## src/rtl/lmsm_sequencer_pkg.sv

```systemverilog
// Shared definitions for the LM/SM decode-stage micro-sequencer.
// Holds the opcodes, mask width, NOP encoding and the sequencer state type.
package lmsm_sequencer_pkg;

  localparam logic [3:0]  LM_OPCODE  = 4'b0110;
  localparam logic [3:0]  SM_OPCODE  = 4'b0111;
  localparam int          MASK_W     = 8;
  localparam logic [15:0] NOP_INSTR  = 16'hF000;

  typedef enum logic {
    IDLE = 1'b0,
    SEQ  = 1'b1
  } state_t;

  // Drops the lowest set bit: the register just issued.
  function automatic logic [MASK_W-1:0] clear_lowest(input logic [MASK_W-1:0] m);
    return m & (m - MASK_W'(1));
  endfunction

endpackage

```

## src/rtl/lmsm_sequencer_lsb_find8.sv

```systemverilog
// Lowest-set-bit priority encoder over an 8-bit register mask.
// Also reports whether any bit is set and whether exactly one bit is set.
module lsb_find8 (
  input  logic [7:0] vec_i,
  output logic [2:0] idx_o,
  output logic       any_o,
  output logic       onehot_o
);

  always_comb begin
    // NOTE: default assignment first so every path drives idx_o and no latch is inferred.
    idx_o = '0;
    for (int i = 7; i >= 0; i--) begin
      if (vec_i[i]) idx_o = 3'(i);
    end
  end

  assign any_o    = |vec_i;
  assign onehot_o = any_o & ~|(vec_i & (vec_i - 8'd1));

endmodule

```

## src/rtl/lmsm_sequencer.sv

```systemverilog
// Splits an LM/SM instruction into one micro-op per set mask bit, lowest register first,
// stalling fetch until the last micro-op has been issued.
module lmsm_sequencer
  import lmsm_sequencer_pkg::*;
(
  input  logic        clk,
  input  logic        reset,
  input  logic [15:0] ir_in,
  input  logic        ir_valid,
  input  logic        hold,
  input  logic        flush,
  output logic        modify_ir,
  output logic [2:0]  modify_pr2_ra,
  output logic        first_multiple,
  output logic        last_multiple,
  output logic        stall_fetch,
  output logic        busy
);

  state_t              state_q, state_d;
  logic [MASK_W-1:0]   rem_mask_q, rem_mask_d;
  logic [MASK_W-1:0]   src_mask;
  logic [2:0]          lsb_idx;
  logic                lsb_any, lsb_onehot;
  logic                is_mult, in_seq, issue;

  assign in_seq  = (state_q == SEQ);
  assign is_mult = ir_valid & ((ir_in[15:12] == LM_OPCODE) | (ir_in[15:12] == SM_OPCODE));

  // While sequencing, the frozen instruction is ignored and the remaining mask drives the encoder.
  assign src_mask = in_seq ? rem_mask_q : ir_in[MASK_W-1:0];

  lsb_find8 u_lsb_find (
    .vec_i    (src_mask),
    .idx_o    (lsb_idx),
    .any_o    (lsb_any),
    .onehot_o (lsb_onehot)
  );

  // A micro-op is presented this cycle; reset and flush suppress it combinationally.
  assign issue = reset & ~flush & (in_seq | (is_mult & lsb_any));

  assign modify_ir      = issue;
  assign modify_pr2_ra  = issue ? lsb_idx : 3'd0;
  assign first_multiple = issue & ~in_seq;
  assign last_multiple  = issue & lsb_onehot;
  assign stall_fetch    = reset & ~flush &
                          ((hold & (is_mult | in_seq)) | (issue & ~lsb_onehot));
  assign busy           = reset & in_seq;

  always_comb begin
    state_d    = state_q;
    rem_mask_d = rem_mask_q;
    if (flush) begin
      state_d    = IDLE;
      rem_mask_d = '0;
    end else if (!hold) begin
      if (issue && !lsb_onehot) begin
        state_d    = SEQ;
        rem_mask_d = clear_lowest(src_mask);
      end else if (in_seq) begin
        state_d    = IDLE;
        rem_mask_d = '0;
      end
    end
  end

  always_ff @(posedge clk or negedge reset) begin
    if (!reset) begin
      state_q    <= IDLE;
      rem_mask_q <= '0;
    end else begin
      // NOTE: non-blocking assignments so every register samples pre-edge values.
      state_q    <= state_d;
      rem_mask_q <= rem_mask_d;
    end
  end

endmodule

```

## config.mk

```make
export PLATFORM = sky130hd
export DESIGN_NAME = lmsm_sequencer
export DESIGN_NICKNAME = d
export VERILOG_FILES = /design/src/rtl/lmsm_sequencer_pkg.sv /design/src/rtl/lmsm_sequencer_lsb_find8.sv /design/src/rtl/lmsm_sequencer.sv
export SDC_FILE = /design/constraint.sdc
export NUM_CORES = 1
export LEC_CHECK = 0
export CORE_MARGIN = 2
export CORE_UTILIZATION = 41
export CTS_BUF_LIST = sky130_fd_sc_hd__clkbuf_8
export DETAILED_ROUTE_END_ITERATION = 10
export HOLD_SLACK_MARGIN = 0.05
export PLACE_DENSITY = 0.86
export SLEW_MARGIN = 10
export SYNTH_ARGS = -nofsm -noshare
export SYNTH_HDL_FRONTEND = slang
export SYNTH_SLANG_ARGS = --single-unit
```

## constraint.sdc

```tcl
create_clock -name clk -period 2.4 [get_ports clk]
set_input_delay 0.24 -clock clk [delete_from_list [all_inputs] [get_ports clk]]
set_output_delay 0.24 -clock clk [all_outputs]
set_load 0.05 [all_outputs]
```

# Yosys cells after proc, flatten, opt, wreduce, memory -nomap -nowiden
# Cells that the tools add are included.
[classes] addsub=1 bitwise=19 eq_ne=3 n_reduce_logical=7 mux=17
[ops] operator="8-bit two-way mux" count=5
[ops] operator="3-bit two-way mux" count=9
[ops] operator="8-bit OR reduction" count=2
[ops] operator="1-bit AND" count=11
[ops] operator="8-bit AND" count=1
[ops] operator="4-bit by 3-bit equality test with 1-bit output, second input constant" count=2
[ops] operator="8-bit by 1-bit subtractor with 8-bit output, second input constant" count=1
[ops] operator="1-bit OR" count=4
[ops] operator="1-bit two-way mux" count=3
[ops] operator="1-bit NOT" count=3
[ops] operator="3-bit nonzero test" count=1
[ops] operator="1-bit zero test" count=2
[ops] operator="2-bit by 1-bit != test with 1-bit output, second input constant" count=1
[ops] operator="2-bit AND reduction" count=1
[ops] operator="1-bit logical AND" count=1
[totals] elab_cells=49 output_inout_bits=8 regBits=9

# Logic depth before layout (Yosys ltp)
# Gate-level depths: netlist of the first run.
[logic_depth] ltp_word=11 ltp_mapped=8 depth_no_buf=7

# Modules after synthesis
# From an unflattened synthesis of the first run, not the netlist that was laid out.
[hier_totals] cells_unflattened=79 area_unflattened_um2=732.0
[by_module_without_submodules] module="lmsm_sequencer" cells_per_inst=55 n_inst=1 area_each_um2=569.3 seq_area_each_um2=200.2
[by_module_without_submodules] module="lsb_find8" cells_per_inst=24 n_inst=1 area_each_um2=162.7 seq_area_each_um2=0.0

# Worst setup path before layout of the first run
# No wires, ideal clock.
[synth_timing] kind="reg-to-output" start="reg state_q (netlist: in_seq)" end="out last_multiple" path_slack_ns=-1.060 t_arrival_ns=3.220 path_stages_with_launch=5 t_required_ns=2.160 path_cell_list="dfrtp_1 -> or3_1 -> a222oi_1 -> mux2_2 -> nor4_1"
[synth_via] elab_chain_len=7 word_cells_on_any_way=11 cone_classes="add/sub (1); mux (1); bitwise (6); reduce/logical (3)"
[synth_rtl] element="start, declared" line="lmsm_sequencer.sv:20" rtl="state_t state_q, state_d;"
[synth_rtl] element="start signal, assigned" line="lmsm_sequencer.sv:74" rtl="state_q <= state_d;"
[synth_rtl] element="8-bit two-way mux" line="lmsm_sequencer.sv:31" rtl="assign src_mask = in_seq ? rem_mask_q : ir_in[MASK_W-1:0];"
[synth_rtl] element="8-bit by 1-bit subtractor with 8-bit output" line="lmsm_sequencer_lsb_find8.sv:19" rtl="assign onehot_o = any_o & ~|(vec_i & (vec_i - 8'd1));"
[synth_rtl] element="8-bit AND" line="lmsm_sequencer_lsb_find8.sv:19"
[synth_rtl] element="8-bit OR reduction" line="lmsm_sequencer_lsb_find8.sv:19"
[synth_rtl] element="1-bit zero test" line="lmsm_sequencer_lsb_find8.sv:19"
[synth_rtl] element="1-bit AND" line="lmsm_sequencer_lsb_find8.sv:19"
[synth_rtl] element="1-bit AND (*)" line="lmsm_sequencer.sv:46" rtl="assign last_multiple = issue & lsb_onehot;"
[synth_rtl] element="end, declared" line="lmsm_sequencer.sv:15" rtl="output logic last_multiple,"
# Mark *: on every way between the ends. The rest lies on a longest branch, timed or not.

# Final worst setup path of the first run
[layout_timing] start="reg state_q (netlist: in_seq)" end="out stall_fetch"
[layout_via] elab_chain_len=10 word_cells_on_any_way=16 cone_classes="add/sub (1); mux (1); bitwise (11); reduce/logical (3)"
[layout_rtl] element="8-bit two-way mux" line="lmsm_sequencer.sv:31"
[layout_rtl] element="8-bit by 1-bit subtractor with 8-bit output" line="lmsm_sequencer_lsb_find8.sv:19"
[layout_rtl] element="8-bit AND" line="lmsm_sequencer_lsb_find8.sv:19"
[layout_rtl] element="8-bit OR reduction" line="lmsm_sequencer_lsb_find8.sv:19"
[layout_rtl] element="1-bit zero test" line="lmsm_sequencer_lsb_find8.sv:19"
[layout_rtl] element="1-bit AND" line="lmsm_sequencer_lsb_find8.sv:19"
[layout_rtl] element="1-bit NOT" line="lmsm_sequencer.sv:48" rtl="((hold & (is_mult | in_seq)) | (issue & ~lsb_onehot));"
[layout_rtl] element="1-bit AND" line="lmsm_sequencer.sv:48"
[layout_rtl] element="1-bit OR (*)" line="lmsm_sequencer.sv:48"
[layout_rtl] element="1-bit AND (*)" line="lmsm_sequencer.sv:47" rtl="assign stall_fetch = reset & ~flush &"
[layout_rtl] element="end, declared" line="lmsm_sequencer.sv:16" rtl="output logic stall_fetch,"
# Marks and branches as above.

==> qor_table.md, run 1 <==
| Parameter | Value |
|---|---|
| Global route total overflow | 0 |
| Worst path buffer plus inverter count | 2 |
| Fraction of final layout cells sized beyond drive strength 1 | 51.6% |
| Hold slack final | 0.344 ns |
| Number of standard-cell rows in the floorplan | 16 |
| Switching power as a share of total power | 28.1% |
| Post-detail-place hpwl | 2360 um |
| Insertion delay of the later-clocked pin in the worst-skew pair | 0.22 ns |
| Worst reg2reg path startpoint | in_seq |
| Post-Synth XOR/XNOR Area | 2.17% |
| Antenna Nets Post-Route | 0 |
| Result of the run | finished, violations left |
| Total CTS buffers | 3 |
| Routed length per placed instance | 19.8 um |
| Final hold violations | 0 |
| Utilization of the core after routing | 82.9% |
| Unrepaired setup endpoints after global routing | true |
| Slack of the critical path | -0.421 ns |
| Post-route DRC violation count | 0 |
| Internal reg-to-reg setup slack | -0.39 ns |
| Average vias per placed instance | 6.02 |
| Slowest cell on the critical path | a222oi_1 |
| Count of synthesis-stage warnings from yosys | 0 |
| Post-synthesis share of cell area spent on and, or, nand and nor gates | 23.4% |
| Antenna violations before repair | 0 |
| Tightest Pin Transition | 0.536 ns |
| Final Critical Period | 2.82 ns |
| Violations in the final reports | negative setup slack |
| Area enclosed by the die boundary | 2340 um^2 |
| Horizontal die dimension | 48.4 um |
| Diode count | 0 |
| Die outline height | 48.4 um |
| Global-route wire length before repair | 5780 um |
| Worst Setup Start Kind | flip-flop |
| Cell at the root of the clock tree | clkbuf_8 |
| H-Tree Depth | 1 |
| Combinational family with the most area after synthesis | compound AO/OA/AOI/OAI gates |
| Startpoint-to-endpoint class of the critical path | flip-flop to output pin |
| Global placement routability congestion | 0.838 |
| Max Buffers Root-to-Sink | 2 |
| Clk sinks | 8 |
| Synthesized-area fraction occupied by ao, oa, aoi and oai cells | 35.1% |
| Netlist Area Pre-Place | 808 um^2 |
| Worst-case setup slack after placement | -0.468 ns |
| Setup clock skew after layout | 0.00121 ns |
| Top-level port count | 29 |
| Starting density of the core | 42.5% |
| Clock transition at the registers of the reported paths | 0.04 ns |
| Adder and majority gate portion of the synthesized area | 0% |
| Combined global-route utilization of all metal layers | 32.5% |
| Net Sw Power | 129 uW |
| Sequential element share of the synthesized area | 24.8% |
| Worst r2r path cells | 8 |
| Type of the worst min-delay path | input port to asynchronous set/reset pin |
| Final setup violation count | 13 |
| Number of DRC violations after detailed-routing iteration 0 | 41 |
| Portion of total power attributed to sequential cells | 30.5% |
| Core ar. | 1900 um^2 |
| Power, Total | 461 uW |
| Distinct cell type count of the synthesized netlist | 43 |
| Number of synthesized register bits | 8 |
| Area growth from synthesis to final layout | 95.0% |
| Critical Path Sink Type | output pin |
| Required arrival time at the worst endpoint | 2.16 ns |
| Slew Viols, Final | 0 |
| Final Net Count | 178 |
| Post-Synthesis Net Count | 112 |
| Top achievable clock speed | 354 MHz |
| Maximum number of pins on one net before global-route repair | 10 |
| Sequential cell area | 201 um^2 |
| Proportion of power drawn by the clock network | 33.8% |
| Final Routed Wirelength | 3610 um |
| Area used by multi-input combinational logic | 673 um^2 |
| Clock tree from TritonCTS | yes |
| Synthesized area per cell | 8.88 um^2 |
| Worst R2R End | rem_mask_q[5] |
| Internal cell power | 332 uW |
| Critical Path, Cell by Cell | buf_6 > or3_4 > a222oi_1 > mux2_2 > o31a_4 > o21bai_4 > buf_6 |
| Top Family by Delay on Critical Path | compound AO/OA/AOI/OAI gates |
| Largest stage delay, worst path | 0.45 ns |
| Most frequent cell on the critical path | buf_6 |
| Via count | 1096 |
| Count of buffers inserted at the top-level ports | 23 |
| Tightest slew margin relative to the limit | 64.2% |
| Fraction of synthesized area in multiplexers | 9.13% |
| Gate power share | 35.7% |
| CP max FO | 5 |
| Lkg Pwr | 0.000686 uW |
| Max-cap violations | 0 |
| Filler cell count | 85 |
| Arrival time at the worst endpoint | 2.58 ns |
| Post-synthesis cell count | 91 |
| Number of global-route vias before repair | 1187 |
| Peak supply drop | 0.000360 V |
| Power density of the placed cells | 292 nW/um^2 |
| Period Utilization, post-route | 118% |
| Drt pass-1 iters | 4 |
-- worst register-to-register path: cells and delay by family (launching register included) --
family / cells / cell delay, ns
simple gates: 1 / 0.33
buf+inv: 2 / 0.28
flops: 1 / 0.41
mux: 1 / 0.43
compound gates: 4 / 1.28
-- power by group through the flow --
| stage | Clock (uW) | Sequential, uW | Combinational (uW) |
|---|---|---|---|
| 6_report | 156 | 140 | 165 |
| 5_1_grt | 172 | 141 | 171 |
| 4_1_cts | 160 | 140 | 154 |
| 3_5_place_dp | 0 | 143 | 139 |
| 3_3_place_gp | 0 | 142 | 132 |
| 2_1_floorplan | 0 | 142 | 64.8 |
-- metal layers --
metal / wire length (um) / global-route usage [%] / part of all wire (%)
met1: 1430 / 38.9 / 40
met2: 1820 / 53.7 / 50
met3: 159 / 4.32 / 4.4
met4: 201 / 22.9 / 5.6
met5: 0 / 0 / 0
-- cell usage after synthesis (all sizes together) --
| cell | number | area share, % |
|---|---|---|
| dfrtp | 8 | 25 |
| nand2 | 6 | 2.8 |
| nor2 | 6 | 2.8 |
| a22o | 5 | 5.6 |
| o21ai | 5 | 3.1 |
| a21oi | 4 | 2.5 |
| inv | 4 | 1.9 |
| mux2i | 4 | 5.0 |
| a211oi | 3 | 2.8 |
| a22oi | 3 | 2.8 |
| and2 | 3 | 2.5 |
| mux2 | 3 | 4.2 |
| nor3 | 3 | 1.9 |
| or3 | 3 | 2.5 |
| or3b | 3 | 3.3 |
| a21o | 2 | 2.0 |
| a32o | 2 | 2.5 |
| clkbuf | 2 | 2.2 |
| nand2b | 2 | 1.5 |
| o211ai | 2 | 1.9 |
| o21bai | 2 | 1.9 |
| or2b | 2 | 2.0 |
| xor2 | 2 | 2.2 |
| a222oi | 1 | 1.2 |
| a2bb2oi | 1 | 1.1 |
| a311oi | 1 | 1.1 |
| a31oi | 1 | 0.77 |
| and2b | 1 | 1.1 |
| and4b | 1 | 1.4 |
| buf | 1 | 1.4 |
| nand3b | 1 | 0.93 |
| nor4 | 1 | 0.77 |
| o22a | 1 | 1.2 |
| o31a | 1 | 2.2 |
| o31ai | 1 | 2.6 |
-- what timing repair did --
item,in CTS,in global routing
cloned,0,0
endpoints found under the hold margin,0,0
hold buffers,0,0
gates resized for setup,16,7
pin swaps,11,6
endpoints found under the setup margin,13,13
setup buffers,9,4
-- logic make-up (layout without fill, tap and decap cells) --
kind of cell	count (synthesis)	in the layout
flops	8	8
xor+xnor	2	2
buf+inv	7	71
simple gates	32	32
compound gates	35	35
mux	7	7
-- layout make-up --
type	instances	share of cell area (%)
sequential	8	12.8
timing repair buffer	64	38.7
tap	27	2.14
multi-input combinational	76	42.7
clock buffer	3	2.62
inverter	4	1.11
-- flip-flops by register name, indices dropped and copies added, names as in the netlist --
signal      cells
rem_mask_q      7
in_seq          1
-- stage by stage --
stage | TNS, ns | cell area [um^2] | instances
after global routing | -4.55 | 1580 | 182
final | -3.75 | 1580 | 182
after detailed placement | -4.41 | 1370 | 168
after floorplan | -0.349 | 880 | 91
after global placement | -3.67 | 1370 | 168
after CTS | -3.14 | 1540 | 180
-- cell usage in the layout (no fill, tap or decap), types with 3 or more instances in the layout --
cell / n
o21ai_0: 4
inv_1: 3
dfrtp_1: 7
mux2i_1: 4
nor3_1: 3
or3_4: 3
buf_6: 7
nor2_1: 4
clkbuf_8: 3
mux2_2: 3
a22o_1: 4
buf_12: 4
a21oi_1: 3
clkdlybuf4s50_1: 15
buf_4: 36
nand2_1: 6
a22oi_1: 3
-- worst max path at each step --
stage          startpoint             to  slack (ns)  cells past startpoint
6_report           in_seq    stall_fetch       -0.42                      7
4_1_cts            in_seq    stall_fetch       -0.37                      7
3_3_place_gp     ir_in[0]    stall_fetch       -0.39                      7
2_1_floorplan      in_seq  rem_mask_q[3]       -0.07                      6
3_5_place_dp     ir_in[0]  rem_mask_q[3]       -0.47                      7
5_1_grt            in_seq    stall_fetch       -0.48                      7
No activity file was read; power rests on OpenSTA's default activity.
==> run 2, diff against run 1 <==
--- a/config.mk
+++ b/config.mk
@@ -11,6 +11,7 @@
 export DETAILED_ROUTE_END_ITERATION = 10
 export HOLD_SLACK_MARGIN = 0.05
 export PLACE_DENSITY = 0.86
+export SKIP_CTS_REPAIR_TIMING = 1
 export SLEW_MARGIN = 10
 export SYNTH_ARGS = -nofsm -noshare
 export SYNTH_HDL_FRONTEND = slang
==> run 2 against run 1 <==
Net effect:
- cell area shrank 2.8%
- register-to-register slack worse by 0.02 ns
- first-iteration DRC count is 20% higher
- non-clock buffer count fell by 4
- the run still ends with negative setup slack left
- cell count down 2.2%
- highest routed layer unchanged
- utilization is 2.3 points lower
- largest power group is now the clock network
- critical path type unchanged
==> qor_table.md, run 2 (synthesized netlist as in run 1, its figures left out) <==
| Parameter | Value | vs previous |
|---|---|---|
| Core ar. | 1900 um^2 | unchanged |
| Met1 usage in global routing | 30.9% | -8.1 points |
| Number of DRC violations after detailed-routing iteration 0 | 49 | +20% |
| Global route total overflow | 0 | unchanged |
| Leading cell type in the layout, fill and taps excluded | buf_4 |  |
| Global routing usage on met2 | 44.9% | -8.8 points |
| Startpoint-to-endpoint class of the critical path | flip-flop to output pin |  |
| Top achievable clock speed | 350 MHz | -1.3% |
| Cell area after layout | 1530 um^2 | -2.8% |
| Final Routed Wirelength | 3640 um | +0.66% |
| Worst Setup Start Kind | flip-flop |  |
| Maximum number of pins on one net before global-route repair | 14 | +4 |
| Gate power share | 34.6% | -1.1 points |
| Internal cell power | 328 uW | -1.1% |
| Proportion of power drawn by the clock network | 34.8% | +1.0 points |
| Slowest cell on the critical path | a222oi_1 |  |
| Global-route wire length before repair | 4600 um | -20% |
| CP max FO | 5 | unchanged |
| Post-route DRC violation count | 0 | unchanged |
| Slack of the critical path | -0.457 ns | -0.0361 ns |
| Violations in the final reports | negative setup slack |  |
| Count of buffers inserted at the top-level ports | 23 | unchanged |
| Critical path endpoint | stall_fetch |  |
| Most frequent cells in the layout | buf_4 (32), clkdlybuf4s50_1 (15), buf_6 (8) |  |
| Met3 capacity usage during global routing | 2.78% | -1.5 points |
| Hold slack final | 0.332 ns | -0.0115 ns |
| Antenna Nets Post-Route | 0 | unchanged |
| Setup clock skew after layout | 0.000679 ns | -0.000533 ns |
| Register with the most flip-flops | rem_mask_q |  |
| Arrival time at the worst endpoint | 2.62 ns | +0.04 ns |
| Area enclosed by the die boundary | 2340 um^2 | unchanged |
| Combined global-route utilization of all metal layers | 25.1% | -7.3 points |
| Starting density of the core | 42.5% | unchanged |
| Flip-flop count of the largest register after layout | 7 | unchanged |
| Total CTS buffers | 3 | unchanged |
| Critical Path Sink Type | output pin |  |
| Total negative slack | -4.32 ns | -0.562 ns |
| Worst-case setup slack after placement | -0.468 ns | unchanged |
| Worst R2R End | rem_mask_q[3] |  |
| Internal reg-to-reg setup slack | -0.41 ns | -0.02 ns |
| Type of the worst min-delay path | input port to asynchronous set/reset pin |  |
| H-Tree Depth | 1 | unchanged |
| Switching power as a share of total power | 28.7% | +0.57 points |
| Critical Path, Cell by Cell | buf_6 > or3b_4 > a222oi_1 > mux2_2 > o31a_4 > o21bai_4 > buf_6 |  |
| Period Utilization, post-route | 119% | +1.5 points |
| Final hold violations | 0 | unchanged |
| Result of the run | finished, violations left |  |
| Insertion delay of the later-clocked pin in the worst-skew pair | 0.23 ns | about the same |
| Utilization of the core after routing | 80.6% | -2.3 points |
| Global placement routability congestion | 0.838 | unchanged |
| Slew Viols, Final | 0 | unchanged |
| Clock tree from TritonCTS | yes |  |
| Portion of total power attributed to sequential cells | 30.6% | about the same |
| Net Sw Power | 132 uW | +1.8% |
| Average vias per placed instance | 6.26 | +3.9% |
| Required arrival time at the worst endpoint | 2.16 ns | about the same |
| Worst reg2reg path startpoint | in_seq |  |
| Cell at the root of the clock tree | clkbuf_8 |  |
| Number of global-route vias before repair | 1003 | -16% |
| Max-cap violations | 0 | unchanged |
| Post-place instance area | 1370 um^2 | unchanged |
| Number of standard-cell rows in the floorplan | 16 | unchanged |
| Largest stage delay, worst path | 0.45 ns | about the same |
| Unrepaired setup endpoints after global routing | true |  |
| Clock transition at the registers of the reported paths | 0.04 ns | about the same |
| Tightest slew margin relative to the limit | 66.0% | +1.9 points |
| Most frequent cell on the critical path | buf_6 |  |
| Worst setup path start | in_seq |  |
| Final setup violation count | 13 | unchanged |
| Via count | 1114 | +1.6% |
| Final Critical Period | 2.86 ns | +0.0361 ns |
| Post-detail-place hpwl | 2360 um | unchanged |
| Fraction of final layout cells sized beyond drive strength 1 | 49.7% | -1.9 points |
| Diode count | 0 | unchanged |
| Peak supply drop | 0.000330 V | -8.4% |
| Routed length per placed instance | 20.4 um | +2.9% |
| Max Buffers Root-to-Sink | 2 | unchanged |
| Worst r2r path cells | 8 | unchanged |
| Top-level port count | 29 | unchanged |
| Final Net Count | 174 | -2.2% |
| Antenna violations before repair | 0 | unchanged |
| Die outline height | 48.4 um | unchanged |
| Horizontal die dimension | 48.4 um | unchanged |
| Lkg Pwr | 0.000662 uW | -3.5% |
| Area growth from synthesis to final layout | 89.6% |  |
| Clk sinks | 8 | unchanged |
| Gr busiest metal | met2 |  |
| Power density of the placed cells | 300 nW/um^2 | +2.6% |
| Tightest Pin Transition | 0.507 ns | -0.0282 ns |
| Drt pass-1 iters | 4 | unchanged |
[run 2: area by class of cell]
cell class | count | area, um^2
Timing Repair Buffer | 60 | 576
Multi-Input combinational cell | 76 | 663
Fill cell | 96 | 369
Tap cell | 27 | 33.8
Sequential cell | 8 | 201
Clock buffer | 3 | 41.3
Inverter | 4 | 17.5
[run 2: worst min-delay path by stage]
stage	startpoint	cells after the start	slack, ns	end
floorplan	reset	0	-0.06	in_seq
global placement	reset	2	0.56	rem_mask_q[7]
detailed placement	reset	2	0.57	rem_mask_q[7]
CTS	reset	2	0.34	rem_mask_q[5]
global route	reset	2	0.34	rem_mask_q[7]
finish	reset	2	0.33	rem_mask_q[7]
[run 2: worst max-delay path, delay by kind of cell (launching register included)]
family | cells | cell delay [ns]
simple gates | 1 | 0.38
compound gates | 3 | 0.91
flops | 1 | 0.39
mux | 1 | 0.43
buf+inv | 2 | 0.27
[run 2: power by group through the flow]
stage          Clock [uW]  Sequential [uW]  Combinational [uW]
3_5_place_dp            0              143                 139
5_1_grt               174              141                 165
4_1_cts               160              141                 140
3_3_place_gp            0              142                 132
2_1_floorplan           0              142                64.8
6_report              160              141                 159
[run 2: metrics by stage]
| step | std cells | total power (uW) |
|---|---|---|
| after global placement | 168 | 274 |
| final | 178 | 460 |
| after floorplan | 91 | 207 |
| after global routing | 178 | 479 |
| after CTS | 171 | 441 |
| after detailed placement | 168 | 282 |
[run 2: per-layer routing]
metal  routed length (um)  vias up
li1                     -      477
met1                 1370      527
met2                 1820       89
met3                  264       21
met4                  178        0
met5                    0        -
